$ cat config.mk
export PLATFORM = sky130hd
export DESIGN_NAME = l2_fill_engine
export DESIGN_NICKNAME = d
export VERILOG_FILES = /design/src/rtl/l2_fill_engine.sv
export SDC_FILE = /design/constraint.sdc
export NUM_CORES = 1
export LEC_CHECK = 0
export ABC_AREA = 1
export CORE_ASPECT_RATIO = 1.25
export CORE_MARGIN = 2
export CORE_UTILIZATION = 48
export DETAILED_ROUTE_END_ITERATION = 8
export PLACE_DENSITY = 0.8
export SLEW_MARGIN = 20
export SYNTH_ARGS = -nofsm -noshare
export SYNTH_HDL_FRONTEND = slang
export SYNTH_SLANG_ARGS = --single-unit
$ cat constraint.sdc
create_clock -name clk_in -period 3.35 [get_ports clk_in]
set_input_delay 0.67 -clock clk_in [delete_from_list [all_inputs] [get_ports clk_in]]
set_output_delay 0.67 -clock clk_in [all_outputs]
set_load 0.02 [all_outputs]
$ cat src/rtl/l2_fill_engine.sv
`default_nettype none
// ============================================================================
// Module   : l2_fill_engine
// Brief    : Round-robin miss arbiter feeding a single-outstanding cache fill
//            sequencer (IDLE -> READ -> WAIT -> FILL). Requests for the same
//            block as the winner are coalesced into one fill.
// Revision : 1.0 - initial release
// ============================================================================
module l2_fill_engine #(
  parameter int PORTS       = 4,
  parameter int CACHE_SIZE  = 16,
  parameter int MEM_LATENCY = 2,
  parameter int COORD_W     = 8,
  parameter int BLOCK_W     = 8,
  parameter logic [BLOCK_W-1:0] BLOCK_AIR = '0,
  localparam int c_pos_w = 3 * COORD_W,
  localparam int c_idx_w = (CACHE_SIZE > 1) ? $clog2(CACHE_SIZE) : 1
) (
  input  logic                       clk_in,
  input  logic                       rst_in,
  input  logic [PORTS-1:0]           miss_req,
  input  logic [PORTS*c_pos_w-1:0]   miss_addr,
  output logic [PORTS-1:0]           miss_ack,
  output logic                       mem_rd,
  output logic [c_pos_w-1:0]         mem_addr,
  input  logic [BLOCK_W-1:0]         mem_data,
  output logic                       fill_we,
  output logic [c_idx_w-1:0]         fill_idx,
  output logic [c_pos_w-1:0]         fill_tag,
  output logic [BLOCK_W-1:0]         fill_data,
  output logic                       busy
);

  localparam int c_port_w = (PORTS > 1) ? $clog2(PORTS) : 1;
  localparam int c_cnt_w  = (MEM_LATENCY > 1) ? $clog2(MEM_LATENCY) : 1;
  localparam logic [c_port_w:0]   c_ports     = (c_port_w+1)'(PORTS);
  localparam logic [c_port_w-1:0] c_last_port = c_port_w'(PORTS - 1);
  localparam logic [c_idx_w-1:0]  c_last_idx  = c_idx_w'(CACHE_SIZE - 1);
  localparam logic [c_cnt_w-1:0]  c_last_cnt  = c_cnt_w'(MEM_LATENCY - 1);

  typedef enum logic [1:0] {
    ST_IDLE = 2'd0,
    ST_READ = 2'd1,
    ST_WAIT = 2'd2,
    ST_FILL = 2'd3
  } state_t;

  state_t               r_state, w_state_nxt;
  logic [c_port_w-1:0]  r_rr_ptr, w_rr_ptr_nxt, w_winner;
  logic [c_port_w:0]    w_sum;
  logic                 w_found;
  logic [c_pos_w-1:0]   w_win_addr;
  logic [PORTS-1:0]     w_match;
  logic [c_idx_w-1:0]   r_repl_ptr, w_repl_ptr_nxt;
  logic [c_cnt_w-1:0]   r_cnt, w_cnt_nxt;
  logic [PORTS-1:0]     r_miss_ack, w_miss_ack_nxt;
  logic                 r_mem_rd, w_mem_rd_nxt;
  logic [c_pos_w-1:0]   r_mem_addr, w_mem_addr_nxt;
  logic                 r_fill_we, w_fill_we_nxt;
  logic [c_idx_w-1:0]   r_fill_idx, w_fill_idx_nxt;
  logic [c_pos_w-1:0]   r_fill_tag, w_fill_tag_nxt;
  logic [BLOCK_W-1:0]   r_fill_data, w_fill_data_nxt;

  // Round-robin search: first requesting port at or after rr_ptr, wrapping.
  always_comb begin
    w_found  = 1'b0;
    w_winner = '0;
    w_sum    = '0;
    for (int i = 0; i < PORTS; i++) begin
      w_sum = {1'b0, r_rr_ptr} + (c_port_w+1)'(i);
      if (w_sum >= c_ports) w_sum = w_sum - c_ports;
      if (!w_found && miss_req[w_sum[c_port_w-1:0]]) begin
        w_found  = 1'b1;
        w_winner = w_sum[c_port_w-1:0];
      end
    end
  end

  // Winner address and the set of ports asking for that same block.
  always_comb begin
    w_win_addr = '0;
    w_match    = '0;
    for (int i = 0; i < PORTS; i++) begin
      if (c_port_w'(i) == w_winner) w_win_addr = miss_addr[i*c_pos_w +: c_pos_w];
    end
    for (int i = 0; i < PORTS; i++) begin
      w_match[i] = miss_req[i] && (miss_addr[i*c_pos_w +: c_pos_w] == w_win_addr);
    end
  end

  // Next-state and next registered-output logic; strobes default low.
  always_comb begin
    w_state_nxt     = r_state;
    w_rr_ptr_nxt    = r_rr_ptr;
    w_repl_ptr_nxt  = r_repl_ptr;
    w_cnt_nxt       = r_cnt;
    w_miss_ack_nxt  = '0;
    w_mem_rd_nxt    = 1'b0;
    w_fill_we_nxt   = 1'b0;
    w_mem_addr_nxt  = r_mem_addr;
    w_fill_idx_nxt  = r_fill_idx;
    w_fill_tag_nxt  = r_fill_tag;
    w_fill_data_nxt = r_fill_data;
    case (r_state)
      ST_IDLE: begin
        if (w_found) begin
          w_state_nxt    = ST_READ;
          w_miss_ack_nxt = w_match;
          w_mem_rd_nxt   = 1'b1;
          w_mem_addr_nxt = w_win_addr;
          w_rr_ptr_nxt   = (w_winner == c_last_port) ? '0 : w_winner + 1'b1;
        end
      end
      ST_READ: begin
        w_state_nxt = ST_WAIT;
        w_cnt_nxt   = '0;
      end
      ST_WAIT: begin
        // Last WAIT cycle is exactly when the memory presents the block.
        if (r_cnt == c_last_cnt) begin
          w_state_nxt     = ST_FILL;
          w_fill_we_nxt   = 1'b1;
          w_fill_idx_nxt  = r_repl_ptr;
          w_fill_tag_nxt  = r_mem_addr;
          w_fill_data_nxt = mem_data;
        end else begin
          w_cnt_nxt = r_cnt + 1'b1;
        end
      end
      ST_FILL: begin
        w_state_nxt    = ST_IDLE;
        w_repl_ptr_nxt = (r_repl_ptr == c_last_idx) ? '0 : r_repl_ptr + 1'b1;
      end
      default: w_state_nxt = ST_IDLE;
    endcase
  end

  // State and registered outputs; reset abandons any fill in flight.
  always_ff @(posedge clk_in) begin
    if (rst_in) begin
      r_state     <= ST_IDLE;
      r_rr_ptr    <= '0;
      r_repl_ptr  <= '0;
      r_cnt       <= '0;
      r_miss_ack  <= '0;
      r_mem_rd    <= 1'b0;
      r_mem_addr  <= '0;
      r_fill_we   <= 1'b0;
      r_fill_idx  <= '0;
      r_fill_tag  <= '0;
      r_fill_data <= BLOCK_AIR;
    end else begin
      r_state     <= w_state_nxt;
      r_rr_ptr    <= w_rr_ptr_nxt;
      r_repl_ptr  <= w_repl_ptr_nxt;
      r_cnt       <= w_cnt_nxt;
      r_miss_ack  <= w_miss_ack_nxt;
      r_mem_rd    <= w_mem_rd_nxt;
      r_mem_addr  <= w_mem_addr_nxt;
      r_fill_we   <= w_fill_we_nxt;
      r_fill_idx  <= w_fill_idx_nxt;
      r_fill_tag  <= w_fill_tag_nxt;
      r_fill_data <= w_fill_data_nxt;
    end
  end

  assign miss_ack  = r_miss_ack;
  assign mem_rd    = r_mem_rd;
  assign mem_addr  = r_mem_addr;
  assign fill_we   = r_fill_we;
  assign fill_idx  = r_fill_idx;
  assign fill_tag  = r_fill_tag;
  assign fill_data = r_fill_data;
  assign busy      = (r_state != ST_IDLE);

endmodule
`default_nettype wire

Word level (Yosys, flattened, before mapping) --
Index checks and enable logic that the tools add are counted.
Operators by class: shifts and indexed selects 0, reductions and logical operators 20, add/subtract/negate cells 10, div/mod/pow operators 0, bitwise logic cells 3, mux-type cells 33, magnitude comparators 8, eq/ne operators 14, $mul 0
Operators by type and width (number):
- 24-bit == test | 4
- 24-bit two-way mux | 4
- 2-bit two-way mux | 11
- 2-bit by 3-bit < comparator with 1-bit output, second input constant | 4
- 1-bit two-way mux | 11
- 3-bit greater-or-equal comparator, second input constant | 3
- 1-bit binary-select mux with 2-bit select | 4
- 2-bit one-hot mux with 4 select lines | 1
- 2-bit by 1-bit subtractor with 2-bit output, second input constant | 4
- 1-bit logical AND | 7
- 2-bit by 2-bit adder with 3-bit output, second input constant | 2
- 2-bit == test, second input constant | 3
- 2-bit AND reduction | 3
- 4-bit by 1-bit adder with 4-bit output, second input constant | 1
- 2-bit == test, first input constant | 2
- 4-bit == test, second input constant | 1
- 2-bit logical NOT | 2
- 4-bit two-way mux | 1
- 2-bit inequality test, second input constant | 2
- 2-bit nonzero test | 2
- 2-bit OR reduction | 2
- 2-bit by 1-bit adder with 3-bit output, second input constant | 1
- 2-bit by 3-bit greater-or-equal comparator with 1-bit output, second input constant | 1
- 1-bit logical NOT | 3
- 7 further kinds | 9
Word-level totals: input bits 110, bits in registers 75, memories kept 0, output and inout bits 67, bits in writable memories 0, bits in read-only memories 0, latch bits 0, logic and storage cells 99

Depth between registers and ports, before layout --
Gate-level depths: netlist of run 1.
depth after elaboration 21, depth in mapped cells 27, mapped depth without buffers 26

Worst setup path before layout of run 1 --
OpenSTA, ideal clock, no wires.
path kind input port to flip-flop, from input port miss_req[1], to register r_miss_ack[2], in the netlist miss_ack[2], slack 392 ps, path buffers 2, required time 3286 ps, stages 22, setup time 64 ps, data arrival time 2894 ps, cells stage by stage inv_1 -> nand2_1 -> nand3_1 -> nand2_2 -> nor2_4 -> nand2_1 -> nand3_1 -> nand2_1 -> nor2_1 -> inv_1 -> ha_1 -> buf_4 -> buf_4 -> a21oi_1 -> nand2_1 -> nand2_2 -> nand2_1 -> a21oi_1 -> nand2_1 -> nor2_1 -> nand2_1 -> nor2_1
On the way: longest elaborated chain between the ends 19
RTL lines:
- from (decl) | RTL line 21 | input logic [PORTS-1:0] miss_req,
- 1-bit binary-select mux with 2-bit select | RTL line 72 | if (!w_found && miss_req[w_sum[c_port_w-1:0]]) begin
- 1-bit two-way mux (implied by the code) | RTL line 72
- 1-bit two-way mux | RTL line 72
- 1-bit logical NOT | RTL line 72
- 1-bit logical AND | RTL line 72
- 1-bit two-way mux | RTL line 72
- 1-bit logical NOT | RTL line 72
- 1-bit logical AND | RTL line 72
- 1-bit two-way mux | RTL line 72
- 1-bit logical NOT | RTL line 72
- 1-bit logical AND | RTL line 72
- 2-bit two-way mux | RTL line 72
- 2-bit logical NOT | RTL line 84 | if (c_port_w'(i) == w_winner) w_win_addr = miss_addr[i*c_pos_w +: c_pos_w];
- 24-bit two-way mux (4 in a row) | RTL line 84
- 24-bit == test | RTL line 87 | w_match[i] = miss_req[i] && (miss_addr[i*c_pos_w +: c_pos_w] == w_win_addr);
- 1-bit logical AND | RTL line 87
- to (signal assigned) | RTL line 157 | r_miss_ack <= w_miss_ack_nxt;
- to (decl) | RTL line 56 | logic [PORTS-1:0] r_miss_ack, w_miss_ack_nxt;
Several ways; a longest one is shown, not always the timed one. The select of a mux whose other input is x is not followed. A chain may end at the register's enable or synchronous reset.

Final worst setup path of run 1 --
from input port miss_req[3], to register r_miss_ack[1], in the netlist miss_ack[1]
The elaborated chain is that of the path after synthesis.

==> impl_results.md, run 1 <==
- Pin count of the biggest net entering global routing: 68
- Worst-path clk slew: 0.06 ns
- Cell mode on critical path: nand2_1
- GR Overflow Total: 0
- Crit path kind: input port to flip-flop
- WHS Path Cells: 2
- Reg2reg start: r_rr_ptr[0]
- Routed WL: 21820 microns
- Mapped cell area: 5633 sq um
- Row cnt: 44
- Clock Skew: 0.005609 ns
- Post-synth EDFFs: 0
- PortBufs: 176
- Inserted Clock Buffers: 9
- Status: complete, no violations
- Routability congestion estimate from global placement: 0.9987
- CTS root buf: clkbuf_16
- Die area: 12620 sq um
- Post-synthesis instance total: 957
- Hold Crit Class: flip-flop to flip-flop
- RR Endpoint: miss_ack[1]
- WL/cell: 16.23 microns
- Gr busiest metal: met2
- Ys async rst share: 0
- Vias per inst: 5.519
- Post-Syn Nets: 1076
- Yosys top cell by area: dfxtp_1
- Area Overhead vs Synth: 54.38%
- Final Hold Vio Count: 0
- Setup slack, reg-to-reg: 0.14 ns
- Slew headroom: 0.5896
- CP Capture Type: flip-flop
- Share of post-route cells with drive strength above 1: 0.1791
- Most used flip-flop cell after synthesis: dfxtp_1
- Post-route ant nets: 0
- Met2 usage: 0.5341
- H-tree level count: 3
- Top delay family on crit path: simple AND/OR/NAND/NOR gates
- Met1 usage: 0.3795
- First-pass GRT wire length: 31540 microns
- Top post-synthesis cells by area: dfxtp_1 (27%), nand2_1 (18%), nor2_1 (9.8%), nand3_1 (9.2%), o21ai_0 (5.6%)
- DPL Wire Length: 15720 microns
- Clock latency on the worst-skew pair: 0.33 ns
- Vert. Die Dim: 125.1 microns
- Crit start category: input port
- Core ar.: 11510 sq um
- Max stage delay on crit path: 0.26 ns
- Overall routing resource usage: 0.3151
- Fin. max-slew vios: 0
- CTS Hold Buffers Added: 0
- Ant diodes: 0
- WP buf/inv: 8
- Drt first pass iters: 6
- Crit-path max FO: 8
- Reg2reg path depth: 24
- Area share of the largest cell type after synthesis: 0.2665
- Hold Path End: fill_data[2]
- Max-cap violations: 0
- Initial antenna violation count: 0
- Hold Crit Start: fill_data[2]
- Fillcell total: 941
- Final setup fails: 0
- Crit path DAT: 3.54 ns
- Crit path time final: 3.268 ns
- DRC Markers: 0
- Period Utilization, post-route: 0.9755
- Chip width: 100.9 microns
- Syn avg cell area: 5.886 sq um
- Synth cell types: 34
- Critical path depth: 24
- Register area share after synthesis: 0.2665
- Required time of the critical path: 3.62 ns
- Fmax: 306.0 MHz
- Layout Nets: 1320
- Iteration-0 DRC count of the detailed router: 620
- Vias post-DR: 7417
- Vias in the first global route: 6508
- Slowest-stage cell, CP: dlygate4sd2_1
- TritonCTS clock tree: built
- Bufs on Longest Clock Path: 2
- Clk sinks: 75
- Worst slew pin tran: 0.6147 ns
- Count of warnings emitted by yosys: 0
- FF+latch count, synth: 75
- Top Ports: 177
- Initial Util: 0.4896
- Met3 Usage GRT: 0.04360
- Hold WS: 0.4801 ns
- Worst-path cell chain: dlygate4sd2_1 -> inv_1 -> nand2_1 -> nand3_2 -> nand2_2 -> nor2_4 -> buf_4 -> nand3_4 -> inv_1 -> nor2_4 -> buf_4 -> buf_4 -> ha_4 -> clkbuf_16 -> buf_4 -> nand2_1 -> nand2_2 -> nand2_1 -> nand2_1 -> nor2_1 -> nand2_1 -> nor2_1 -> nand2_1 -> nor2_1
==> how the worst max path moves through the flow <==
| stage | slack (ns) | end | start |
|---|---|---|---|
| 3_3_place_gp | -0.46 | miss_ack[3] | miss_req[0] |
| 2_1_floorplan | 0.39 | miss_ack[2] | miss_req[1] |
| 6_report | 0.08 | miss_ack[1] | miss_req[3] |
| 5_1_grt | -0.09 | miss_ack[1] | miss_req[3] |
| 3_5_place_dp | -0.55 | miss_ack[3] | miss_req[0] |
| 4_1_cts | 0.0002 | miss_ack[0] | miss_req[1] |
==> kinds of logic (layout without fill, tap and decap cells) <==
kind of cell,count (synthesis),in the layout,synth area share
XOR/XNOR,7,7,0.01088
adder cells (fa/ha/maj),9,9,0.01999
AO/OA/AOI/OAI,148,148,0.1377
AND/OR/NAND/NOR,593,593,0.4618
flip-flops,75,75,0.2665
buffers and inverters,125,374,0.1031
==> worst reg2reg max path: cells and delay by family, from the launching register on <==
kind                     cells  cell delay [ns]
AND/OR/NAND/NOR             16             1.54
buffers and inverters        7             0.91
flip-flops                   1             0.49
adder cells (fa/ha/maj)      1             0.22
==> flip-flops by register name (all words and copies together), names as in the netlist <==
signal      count
fill_idx        4
fill_data       8
r_cnt           1
mem_rd          1
miss_ack        4
r_rr_ptr        2
r_repl_ptr      4
mem_addr       24
fill_tag       24
r_state         2
fill_we         1
==> cells in the final DEF (no fill, tap or decap), types with 2 or more instances in the layout <==
master / instances
dlygate4sd2_1: 3
inv_4: 2
nor2_4: 3
nand3_2: 6
nand2_4: 2
o211ai_1: 2
nor2_1: 135
xnor2_1: 5
nand2_2: 50
ha_4: 3
inv_2: 6
a21oi_2: 10
clkdlybuf4s50_1: 172
dfxtp_2: 2
xor2_1: 2
clkbuf_16: 13
nand3b_1: 22
o21ai_0: 61
nand2_1: 253
nor3_1: 2
buf_12: 6
inv_1: 79
nand3_1: 97
bufinv_16: 2
ha_1: 5
or2_2: 3
o21ai_1: 18
dfxtp_1: 73
nand4_1: 7
o21ai_2: 6
clkinv_4: 2
nor2_2: 11
buf_4: 82
a21oi_1: 49
==> metrics by stage <==
stage | area [sq um] | instances | utilization | setup TNS, ns | setup WS (ns)
2_1_floorplan | 5633 | 957 | - | 0 | 0.3920
3_3_place_gp | 7975 | 1312 | 0.6931 | -2.452 | -0.4596
3_5_place_dp | 7975 | 1312 | 0.6931 | -3.329 | -0.5453
4_1_cts | 8392 | 1331 | 0.7293 | 0 | 0.0001887
5_1_grt | 8696 | 1344 | 0.7558 | -0.2371 | -0.09139
6_report | 8696 | 1344 | 0.7558 | 0 | 0.08195
==> layout make-up <==
type / instances / area, sq um / share of cell area
clock inverters: 6 / 90.09 / 0.01036
multi-input cells: 757 / 3725 / 0.4283
clock buffers: 10 / 229.0 / 0.02633
well taps: 138 / 172.7 / 0.01986
repair buffers: 270 / 2635 / 0.3030
inverters: 88 / 340.3 / 0.03914
flip-flops and latches: 75 / 1504 / 0.1729
==> synthesized netlist by cell type (3+ instances only) <==
| library cell | count |
|---|---|
| nand2_1 | 263 |
| nand2_2 | 41 |
| o21ai_1 | 16 |
| nand3b_1 | 22 |
| dfxtp_1 | 75 |
| buf_6 | 10 |
| or2_2 | 3 |
| xnor2_1 | 5 |
| a21oi_1 | 58 |
| inv_2 | 3 |
| nor2_1 | 147 |
| inv_1 | 82 |
| clkbuf_1 | 12 |
| buf_2 | 6 |
| nand3_1 | 103 |
| ha_1 | 9 |
| buf_1 | 4 |
| o21ai_0 | 63 |
| buf_4 | 5 |
| o21ai_2 | 6 |
| nand4_1 | 7 |
==> what timing repair did <==
action / 4_1_cts / 5_1_grt
cloned: 1 / 4
gates resized for setup: 18 / 45
pin swaps: 6 / 28
buffers inserted: 2 / 9
setup endpoints to repair: 4 / 8
==> layer usage <==
layer  up-vias  share of wire  wire length, microns
met5         -              0                     0
met4         0          0.057                  1253
met3        97          0.095                  2069
met2       454           0.47                 10350
met1      3300           0.37                  8144
li1       3566              -                     -
Power of run 1 is not shown: default switching activity piles up to over one toggle a cycle in this logic, so the estimate is an artifact.
==> run 2, diff against run 1 <==
--- a/config.mk
+++ b/config.mk
@@ -15,3 +15,4 @@
 export SYNTH_ARGS = -nofsm -noshare
 export SYNTH_HDL_FRONTEND = slang
 export SYNTH_SLANG_ARGS = --single-unit
+export TNS_END_PERCENT = 10
==> constraint.sdc (replaced) <==
create_clock -name clk_in -period 3.35 [get_ports clk_in]
set_input_delay 0.67 -clock clk_in [delete_from_list [all_inputs] [get_ports clk_in]]
set_output_delay 0.67 -clock clk_in [all_outputs]
set_load 0.1 [all_outputs]
==> impl_results.md, run 2 (same netlist as run 1, synthesis figures left out) <==
- Initial antenna violation count: 0
- Worst slew pin tran: 0.9787 ns
- Max-cap violations: 0
- Vias per inst: 5.434
- Slowest-stage cell, CP: dfxtp_1
- Required time of the critical path: 3.62 ns
- Routed WL: 21230 microns
- Vias in the first global route: 6446
- WP buf/inv: 5
- Top Ports: 177
- Row cnt: 44
- Clock Skew: 0.005188 ns
- Final setup fails: 0
- Share of post-route cells with drive strength above 1: 0.2077
- Max stage delay on crit path: 0.46 ns
- Top delay family on crit path: simple AND/OR/NAND/NOR gates
- Drt first pass iters: 6
- Chip width: 100.9 microns
- RSZ-0062 raised after global routing: no
- Iteration-0 DRC count of the detailed router: 687
- Crit path DAT: 3.34 ns
- Hold Path End: fill_data[4]
- Die area: 12620 sq um
- Hold Crit Start: fill_data[4]
- Ant diodes: 0
- DPL Wire Length: 15780 microns
- Final Hold Vio Count: 0
- Worst-path cell chain: inv_2 -> nand2_2 -> nand2_2 -> nand2_1 -> nand2_2 -> nor2_4 -> nand2_2 -> nand3_1 -> nand2_1 -> nor2_2 -> inv_2 -> ha_4 -> buf_12 -> buf_4 -> a21oi_1 -> nand2_1 -> buf_4 -> nand3b_1 -> nand3_1 -> nor2_1 -> nand2_1 -> nor2_1 -> nand3_2 -> nor2_1
- Initial Util: 0.4896
- Crit path time final: 3.077 ns
- Clk sinks: 75
- WL/cell: 15.88 microns
- Setup slack, reg-to-reg: 0.27 ns
- Layout Nets: 1313
- RR Endpoint: miss_ack[3]
- Area Overhead vs Synth: 50.62%
- Most common cell after layout, fill and taps aside: nand2_1
- First-pass GRT wire length: 31660 microns
- Worst-path clk slew: 0.06 ns
- GR Overflow Total: 0
- Overall routing resource usage: 0.3176
- Reg2reg path depth: 24
- Crit start category: flip-flop
- Crit path kind: flip-flop to flip-flop
- Core ar.: 11510 sq um
- TritonCTS clock tree: built
- Most frequent cells in the layout: nand2_1 (256), nor2_1 (140), buf_4 (133), clkdlybuf4s50_1 (117), nand3_1 (99)
- Vert. Die Dim: 125.1 microns
- DRC Markers: 0
- Hold Crit Class: flip-flop to flip-flop
- WHS Path Cells: 2
- Bufs on Longest Clock Path: 2
- H-tree level count: 3
- CTS root buf: clkbuf_16
- Slew headroom: 0.3455
- CP Capture Type: flip-flop
- Fin. max-slew vios: 0
- PortBufs: 176
- Reg2reg start: r_rr_ptr[1]
- Period Utilization, post-route: 0.9185
- Crit-path max FO: 12
- Clock latency on the worst-skew pair: 0.33 ns
- Post-route setup TNS: 0 ns
- Pin count of the biggest net entering global routing: 68
- Post-route ant nets: 0
- Status: complete, no violations
- Vias post-DR: 7265
- Routability congestion estimate from global placement: 1.024
- Fmax: 325.0 MHz
- Inserted Clock Buffers: 9
run 2: worst max-delay path by stage:
stage	slack, ns	depth (start not counted)	startpoint	endpoint
after floorplan	0.39	22	miss_req[1]	miss_ack[2]
after global placement	-0.40	23	miss_req[1]	miss_ack[3]
after detailed placement	-0.49	24	miss_req[3]	miss_ack[3]
after CTS	-0.01	22	miss_req[1]	miss_ack[3]
after global routing	0.06	23	r_rr_ptr[1]	miss_ack[1]
final	0.27	24	r_rr_ptr[1]	miss_ack[3]
run 2: final cells by class:
| type | instances | area (sq um) |
|---|---|---|
| clock buffer | 11 | 252.7 |
| clock inverter | 5 | 107.6 |
| fill | 977 | 3022 |
| inverter | 88 | 340.3 |
| multi-input combinational | 757 | 3684 |
| sequential | 75 | 1503 |
| tap | 138 | 172.7 |
| timing repair buffer | 263 | 2425 |
run 2: repair_timing:
action,4_1_cts,5_1_grt
endpoints found under the setup margin,4,8
setup buffers,2,1
gates resized for setup,12,32
hold buffers,0,0
pin swaps,3,12
gates cloned,2,2
run 2: worst register-to-register path, stage by stage (launching register included):
cell      delay (ns)
dfxtp_1         0.46
inv_2           0.12
nand2_2         0.08
nand2_2         0.08
nand2_1         0.09
nand2_2         0.08
nor2_4          0.10
nand2_2         0.07
nand3_1         0.07
nand2_1         0.07
nor2_2          0.17
inv_2           0.09
ha_4            0.19
buf_12          0.15
buf_4           0.15
a21oi_1         0.11
nand2_1         0.09
buf_4           0.14
nand3b_1        0.08
nand3_1         0.07
nor2_1          0.10
nand2_1         0.08
nor2_1          0.13
nand3_2         0.12
nor2_1          0.13
run 2: metrics by stage:
step / setup WS, ns / utilization / area (sq um) / instances / hold WS [ns]
after floorplan: 0.3920 / - / 5633 / 957 / 0.4491
after global placement: -0.4009 / 0.6825 / 7853 / 1314 / 0.4606
after detailed placement: -0.4897 / 0.6825 / 7853 / 1314 / 0.4711
after CTS: -0.01043 / 0.7243 / 8334 / 1334 / 0.4840
after global routing: 0.06427 / 0.7374 / 8484 / 1337 / 0.4966
final: 0.2732 / 0.7374 / 8484 / 1337 / 0.4782
run 2: per-layer routing:
| layer | track usage | routed length (microns) | up-vias |
|---|---|---|---|
| met5 | 0 | 0 | - |
| met4 | 0.1606 | 1207 | 0 |
| met3 | 0.03857 | 1902 | 79 |
| met2 | 0.5314 | 10050 | 440 |
| met1 | 0.3974 | 8073 | 3194 |
| li1 | - | - | 3552 |
Power of run 2 is left out for the same reason.
==> run 3, diff against run 2 <==
--- a/config.mk
+++ b/config.mk
@@ -10,6 +10,7 @@
 export CORE_MARGIN = 2
 export CORE_UTILIZATION = 48
 export DETAILED_ROUTE_END_ITERATION = 8
+export GPL_TIMING_DRIVEN = 1
 export PLACE_DENSITY = 0.8
 export SLEW_MARGIN = 20
 export SYNTH_ARGS = -nofsm -noshare
==> constraint.sdc (replaced) <==
create_clock -name clk_in -period 3.05 [get_ports clk_in]
set_input_delay 0.61 -clock clk_in [delete_from_list [all_inputs] [get_ports clk_in]]
set_output_delay 0.61 -clock clk_in [all_outputs]
set_load 0.1 [all_outputs]
==> impl_results.md, run 3 (same netlist as run 1, synthesis figures left out) <==
- Ant diodes: 0
- Overall routing resource usage: 0.3257
- Crit path from: miss_req[2]
- PortBufs: 176
- Share of post-route cells with drive strength above 1: 0.2463
- Pin count of the biggest net entering global routing: 68
- CP Capture Type: flip-flop
- Inserted Clock Buffers: 9
- Fmax: 332.9 MHz
- Initial antenna violation count: 0
- Crit path kind: input port to flip-flop
- Top delay family on crit path: simple AND/OR/NAND/NOR gates
- Chip width: 100.9 microns
- RSZ-0062 raised after global routing: yes
- WL/cell: 16.01 microns
- Drt first pass iters: 6
- WP buf/inv: 8
- Row cnt: 44
- Final Hold Vio Count: 0
- RR Endpoint: miss_ack[1]
- First-pass GRT wire length: 32640 microns
- Most common cell after layout, fill and taps aside: nand2_1
- Final setup fails: 0
- Worst slew pin tran: 0.6036 ns
- Initial Util: 0.4896
- H-tree level count: 3
- Crit path time final: 3.004 ns
- Clk sinks: 75
- Routed WL: 21650 microns
- Fin. max-slew vios: 0
- Critical path depth: 24
- Worst-path clk slew: 0.06 ns
- Reg2reg start: r_rr_ptr[0]
- Most frequent cells in the layout: nand2_1 (244), buf_4 (152), nor2_1 (137), clkdlybuf4s50_1 (105), nand3_1 (96)
- Max-cap violations: 0
- Post-place instance area: 7860 sq um
- Vias per inst: 5.490
- Vert. Die Dim: 125.1 microns
- Crit-path max FO: 14
- DRC Markers: 0
- End of the critical path: miss_ack[1]
- Crit start category: input port
- Vias in the first global route: 6606
- Iteration-0 DRC count of the detailed router: 740
- Post-route ant nets: 0
- Bufs on Longest Clock Path: 2
- Vias post-DR: 7423
- Layout Nets: 1329
- Slowest-stage cell, CP: a21oi_2
- Area Overhead vs Synth: 54.02%
- Reg2reg path depth: 25
- Clock latency on the worst-skew pair: 0.33 ns
- Required time of the critical path: 3.32 ns
- CTS root buf: clkbuf_16
- TritonCTS clock tree: built
- Crit path DAT: 3.28 ns
- Setup slack, reg-to-reg: 0.06 ns
- Top Ports: 177
- Final instance area: 8676 sq um
- Routability congestion estimate from global placement: 1.006
- Period Utilization, post-route: 0.9848
- DPL Wire Length: 15700 microns
- Max stage delay on crit path: 0.22 ns
- GR Overflow Total: 0
- Slew headroom: 0.5970
- Status: complete, no violations
- Core ar.: 11510 sq um
- Hold Crit Class: flip-flop to flip-flop
- Die area: 12620 sq um
- Worst-path cell chain: clkdlybuf4s15_1 -> inv_1 -> nand2_2 -> nand2_1 -> nor2_4 -> nor2_4 -> buf_4 -> nand3_4 -> inv_1 -> nor2_4 -> inv_2 -> ha_4 -> buf_12 -> a21oi_2 -> nand2_4 -> buf_4 -> buf_4 -> nand3_1 -> nand3_1 -> nor2_1 -> nand2_1 -> nor2_1 -> nand2_1 -> nor2_1
- Clock Skew: 0.004081 ns
run 3: how the worst min path moves through the flow:
stage                     slack (ns)  depth (start not counted)     startpoint           end
after floorplan                 0.45                          2  r_repl_ptr[3]   fill_idx[3]
after global placement          0.46                          2   fill_tag[20]  fill_tag[20]
after detailed placement        0.47                          2  r_repl_ptr[3]   fill_idx[3]
after CTS                       0.48                          2  r_repl_ptr[3]   fill_idx[3]
after global routing            0.50                          2   fill_data[4]  fill_data[4]
final                           0.48                          2    fill_tag[0]   fill_tag[0]
run 3: worst register-to-register path, delay by kind of cell (launching register included):
kind | cells | cell delay, ns
flops | 1 | 0.36
simple gates | 15 | 1.21
fa+ha+maj | 1 | 0.20
compound gates | 1 | 0.22
buf+inv | 8 | 0.96
run 3: layout make-up:
cell class / count / area, sq um
well taps: 138 / 172.7
multi-input cells: 757 / 3799
fillers: 930 / 2830
clock inverters: 5 / 31.28
inverters: 88 / 347.8
clock buffers: 10 / 229.0
repair buffers: 279 / 2590
flip-flops and latches: 75 / 1506
run 3: timing repair:
item                       in CTS  in global routing
setup endpoints to repair      11                  6
hold buffers                    0                  0
gates cloned                    3                  3
pin swaps                      14                 40
setup buffers                   6                  6
resized for setup              46                 51
run 3: layer usage:
layer  wire [microns]  up-vias  share of wire  track usage
li1                 -     3581              -            -
met1             8057     3239           0.37       0.3989
met2            10100      484           0.47       0.5388
met3             1983      119          0.092      0.04248
met4             1506        0          0.070       0.1924
met5                0        -              0            0
run 3: stage by stage:
stage	util	hold slack, ns	std cells	setup TNS [ns]	worst slack [ns]
floorplan	-	0.4491	957	0	0.1520
global placement	0.6831	0.4631	1319	-7.420	-0.6098
detailed placement	0.6831	0.4699	1319	-9.324	-0.6648
CTS	0.7299	0.4811	1343	0	0.01767
global route	0.7540	0.5022	1352	-0.4886	-0.1417
finish	0.7540	0.4818	1352	0	0.04648
Power of run 3 is left out for the same reason.
